File: src/rtl/stopwatch_pkg.sv
// Shared types and constants for the stopwatch timekeeping front end.
package stopwatch_pkg;

  typedef enum logic [1:0] {IDLE, RUN, PAUSE} state_e;

  localparam int unsigned BCD_W   = 8;
  localparam logic [7:0]  BCD_MAX = 8'h99;

  // Two-digit BCD increment; 99 rolls over to 00.
  function automatic logic [BCD_W-1:0] bcd_inc(input logic [BCD_W-1:0] v);
    logic [BCD_W-1:0] r;
    r = v;
    if (v[3:0] == 4'd9) begin
      r[3:0] = 4'd0;
      r[7:4] = (v[7:4] == 4'd9) ? 4'd0 : v[7:4] + 4'd1;
    end else begin
      r[3:0] = v[3:0] + 4'd1;
    end
    return r;
  endfunction

endpackage

File: src/rtl/stopwatch_lap_counter_edge_detect.sv
// Rising-edge detector for a debounced button level.
module edge_detect (
  input  logic clk,
  input  logic reset,
  input  logic d_i,
  output logic rise_o
);

  logic d_q;

  // Resets high so a button held through reset release gives no edge.
  always_ff @(posedge clk or posedge reset) begin
    if (reset) d_q <= 1'b1;
    else       d_q <= d_i;
  end

  assign rise_o = d_i & ~d_q;

endmodule

File: src/rtl/stopwatch_lap_counter.sv
// Stopwatch timekeeping: run/pause/clear FSM, prescaler, BCD time and lap capture.
module stopwatch_lap_counter
  import stopwatch_pkg::*;
#(
  parameter int unsigned TICKS_PER_UNIT = 100_000_000,
  parameter int unsigned PRESC_W        = $clog2(TICKS_PER_UNIT)
) (
  input  logic       clk,
  input  logic       reset,
  input  logic       btn_start_stop,
  input  logic       btn_lap,
  input  logic       btn_clear,
  output logic [7:0] time_bcd,
  output logic [7:0] lap_sample,
  output logic       lap_valid,
  output logic       running,
  output logic       wrap
);

  localparam logic [PRESC_W-1:0] PRESC_LAST = PRESC_W'(TICKS_PER_UNIT - 1);

  logic ss_rise, lap_rise, clr_rise;

  edge_detect u_ed_ss  (.clk(clk), .reset(reset), .d_i(btn_start_stop), .rise_o(ss_rise));
  edge_detect u_ed_lap (.clk(clk), .reset(reset), .d_i(btn_lap),        .rise_o(lap_rise));
  edge_detect u_ed_clr (.clk(clk), .reset(reset), .d_i(btn_clear),      .rise_o(clr_rise));

  state_e             state_q, state_d;
  logic [PRESC_W-1:0] presc_q, presc_d;
  logic [BCD_W-1:0]   time_q, time_d;
  logic [BCD_W-1:0]   lap_sample_q, lap_sample_d;
  logic               lap_valid_q, lap_valid_d;
  logic               wrap_q, wrap_d;

  always_ff @(posedge clk or posedge reset) begin
    if (reset) begin
      state_q      <= IDLE;
      presc_q      <= '0;
      time_q       <= '0;
      lap_sample_q <= '0;
      lap_valid_q  <= 1'b0;
      wrap_q       <= 1'b0;
    end else begin
      state_q      <= state_d;
      presc_q      <= presc_d;
      time_q       <= time_d;
      lap_sample_q <= lap_sample_d;
      lap_valid_q  <= lap_valid_d;
      wrap_q       <= wrap_d;
    end
  end

  always_comb begin
    state_d      = state_q;
    presc_d      = presc_q;
    time_d       = time_q;
    lap_sample_d = lap_sample_q;
    lap_valid_d  = 1'b0;
    wrap_d       = 1'b0;
    unique case (state_q)
      IDLE: begin
        presc_d = '0;
        if (ss_rise) state_d = RUN;
      end
      RUN: begin
        if (presc_q == PRESC_LAST) begin
          presc_d = '0;
          time_d  = bcd_inc(time_q);
          wrap_d  = (time_q == BCD_MAX);
        end else begin
          presc_d = presc_q + PRESC_W'(1);
        end
        // Capture takes the pre-increment time.
        if (lap_rise) begin
          lap_valid_d  = 1'b1;
          lap_sample_d = time_q;
        end
        if (ss_rise) state_d = PAUSE;
      end
      PAUSE: begin
        // Clear overrides both start/stop and lap in the same cycle.
        if (clr_rise) begin
          state_d = IDLE;
          time_d  = '0;
          presc_d = '0;
        end else begin
          if (lap_rise) begin
            lap_valid_d  = 1'b1;
            lap_sample_d = time_q;
          end
          if (ss_rise) state_d = RUN;
        end
      end
      default: state_d = IDLE;
    endcase
  end

  assign time_bcd   = time_q;
  assign lap_sample = lap_sample_q;
  assign lap_valid  = lap_valid_q;
  assign wrap       = wrap_q;
  assign running    = (state_q == RUN);

endmodule

File: config.mk
export PLATFORM = sky130hd
export DESIGN_NAME = stopwatch_lap_counter
export DESIGN_NICKNAME = d
export VERILOG_FILES = /design/src/rtl/stopwatch_pkg.sv /design/src/rtl/stopwatch_lap_counter_edge_detect.sv /design/src/rtl/stopwatch_lap_counter.sv
export SDC_FILE = /design/constraint.sdc
export NUM_CORES = 1
export LEC_CHECK = 0
export BUFFER_PORTS_ARGS = -buffer_cell sky130_fd_sc_hd__buf_2
export CAP_MARGIN = 20
export CORE_MARGIN = 3
export CORE_UTILIZATION = 46
export CTS_BUF_LIST = sky130_fd_sc_hd__clkbuf_4
export DETAILED_ROUTE_END_ITERATION = 8
export HOLD_SLACK_MARGIN = 0.05
export PLACE_DENSITY = 0.65
export SLEW_MARGIN = 25
export SYNTH_ARGS = -nofsm -noshare
export SYNTH_HDL_FRONTEND = slang
export SYNTH_SLANG_ARGS = --single-unit
File: constraint.sdc
create_clock -name clk -period 5.25 [get_ports clk]
set_input_delay 0.7875 -clock clk [delete_from_list [all_inputs] [get_ports clk]]
set_output_delay 0.7875 -clock clk [all_outputs]
set_load 0.01 [all_outputs]
==> key figures <==
Run status
  – Status: finished, final reports clean

Critical path
  – CP arrival: 2.69 ns
  – CP Class: reg2reg
  – Worst Path Required: 5.53 ns
  – Critical path endpoint category: register
  – Worst Path Max Fanout: 4
  – CP startpoint kind: register

Drt
  – DR pass1 iterations: 4
  – Drc violations: 0
  – Initial DRC Count: 98
  – Vias per cell: between 5 and 6
  – Via total after detailed routing: 1801
  – Routed Antenna Nets: 0
  – Routed len/inst: 13.9 um
  – Final WL: between 4000 and 5000 um

Timing
  – Final setup vio count: 0
  – TNS Setup: 0 ns
  – Slew Viols, Final: 0
  – Fmax: 416 MHz
  – Final period util: 0.458
  – Worst slew pin tran: 0.744 ns
  – Slew headroom: 0.504
  – RSZ-0062 raised after global routing: false
  – Hold_ws: ~0.48 ns
  – Tmin final: ~2.4 ns
  – Endpoints failing hold: 0
  – Clk_skew: roughly 0.017 ns

Synth
  – Mux share of post-synthesis cell area: 0.0518
  – Simple-Gate Fraction of Synth Area: 0.219
  – EDFF count, synth: 0
  – Synth Area in Compound Gates: 0.0972
  – Area of the mapped netlist: 0.00256 mm^2
  – Area fraction of the dominant cell type after synthesis: 0.459
  – Yosys cell types: 45
  – Combinational family with the most area after synthesis: simple AND/OR/NAND/NOR gates
  – Async SR Flop Fraction: 1.00
  – Xor/xnor share of the synthesized area: 0.0718
  – Yosys Warn Count: 0
  – Mapped Avg Cell Area: around 11 um^2
  – Cell taking the most area after synthesis: dfrtp_1
  – Syn Inst Count: roughly 240
  – Top FF cell, synth: dfrtp_1
  – Sequential share of the synthesized area: 0.490
  – Most numerous cell in the Yosys netlist: dfrtp_1
  – #FFs+latches synth: 50
  – Adder-Cell Fraction of Synth Area: 0.0440
  – Most frequent cells after synthesis: dfrtp_1 (47), nor2_1 (27), xor2_1 (19)
  – Syn_nets: 255
  – Synth area leaders: dfrtp_1 (46%), xor2_1 (6.5%), ha_1 (4.4%)

Clock network
  – Clk_lat worst skew: 0.37 ns
  – H-Tree Depth: 2
  – TritonCTS buffer count: 5
  – CTS root buf: clkbuf_4
  – CTS tree: built
  – Clock Path Buffers: 2
  – # Post-CTS Setup Buffers: 0
  – CTS resizes: 0
  – Cts hold-fix bufs: 0
  – CTS sink cnt: 50
  – Clock transition at path regs: 0.16 ns

Floorplanning
  – I/O pin count: 24
  – Die Y: 80.6 um
  – Core area: ~0.0052 mm^2
  – Die footprint: approximately 0.0065 mm^2
  – Starting density of the core: 0.489
  – Row cnt: 26
  – Chip width: 80.6 um

Placement
  – GP Congestion: 0.788
  – PortBufs: 23
  – Dpl hpwl: between 3000 and 4000 um
  – DP Area: 0.00273 mm^2

Global routing
  – First-pass GRT wire length: between 8000 and 9000 um
  – Largest net degree at the start of global routing: 51
  – Total GRT Usage: 0.166
  – Vias in the first global route: 1813
  – Grt ovf: 0
  – Initial antenna violation count: 0

Pwr
  – Reg power frac: 0.444
  – Pwr Total: about 0.0011 W
  – Max VDD drop: roughly 0.27 mV
  – Combinational share of power: 0.336
  – Int Pwr: 0.000679 W
  – Switching share of power: 0.367
  – PwrDens: 381 mW/mm^2
  – Leak pwr: 1.29 nW
  – Switching power: 0.000394 W
  – Clock share of power: 0.220

Cells and area
  – NumNets Final: 279
  – Final Core Density: 0.538
  – Synth-to-Final Area Change: 10.1%
  – Antenna Cells: 0
  – Layout cell share with drive strength beyond 1: 0.199
  – Final design area excluding fillers: 0.00282 mm^2

Min path
  – Worst min-delay path class: in2async

Job
  – Number of max-cap violations: 0
==> cells by family after synthesis <==
group           after synthesis
compound gates               34
xor+xnor                     21
fa+ha+maj                     9
buf+inv                      14
flops                        50
mux                          12
simple gates                101
==> registers in the layout (all words and copies together) (netlist names) <==
signal	cells
lap_valid	1
presc_q	27
lap_sample	8
time_bcd	8
state_q	2
wrap	1
u_ed_lap.d_q	1
u_ed_clr.d_q	1
u_ed_ss.d_q	1
==> per-layer routing <==
layer  share of wire  vias to the layer above  track usage
li1                -                      908            -
met4          0.0095                        0       0.0490
met5               0                        -            0
met1            0.50                      861        0.226
met2            0.45                       28        0.262
met3           0.038                        4       0.0404
==> stage by stage <==
step                instances  setup WS, ns
finish                    336          2.85
floorplan                 241          3.03
CTS                       336          2.85
global placement          328          2.81
detailed placement        328          2.74
global route              336          2.68
==> path summary, 6_finish.rpt <==
check	start	cells past startpoint	slack (ns)	endpoint
setup / recovery	presc_q[11]$_DFFE_PP0P_	5	2.85	time_bcd[5]$_DFFE_PP0P_
hold / removal	reset	2	0.48	lap_sample[7]$_DFFE_PP0P_
setup reg to reg	presc_q[11]$_DFFE_PP0P_	5	2.85	time_bcd[5]$_DFFE_PP0P_
hold reg to reg	presc_q[1]$_DFFE_PP0P_	2	0.52	presc_q[1]$_DFFE_PP0P_
max in group asynchronous	reset	2	4.36	presc_q[5]$_DFFE_PP0P_
min in group clk	btn_lap	1	0.50	u_ed_lap.d_q$_DFF_PP1_
==> worst max-delay path, stage by stage (launching register included) <==
cell,delay (ns)
dfrtp_1,0.44
nor4bb_1,0.46
nand3_1,0.24
o31ai_1,0.53
and3_1,0.31
mux2_2,0.35
==> power groups by stage <==
stage	clock network [W]	logic (W)	registers, W
2_1_floorplan	0	0.000254	0.000490
3_3_place_gp	0	0.000361	0.000481
3_5_place_dp	0	0.000365	0.000484
4_1_cts	0.000243	0.000367	0.000477
5_1_grt	0.000262	0.000405	0.000486
6_report	0.000236	0.000361	0.000476
==> layout make-up <==
type | instances | area (um^2)
tap | 70 | 87.6
clock buffer | 5 | 37.5
sequential | 50 | 1250
multi-input combinational | 177 | 1240
clock inverter | 3 | 47.5
inverter | 7 | 28.8
timing repair buffer | 24 | 123
fill | 470 | 2420
==> placed cells by master, fill, tap and decap left out, types with 7 or more instances in the layout <==
cell type / count
dfrtp_1: 47
nor2_1: 27
xor2_1: 19
a21oi_1: 9
nand4_1: 8
nand3_1: 12
ha_1: 9
mux2_2: 10
o21ai_0: 12
and3_1: 7
nand2_1: 15
buf_2: 23
Power figures use the tool's default switching activity.
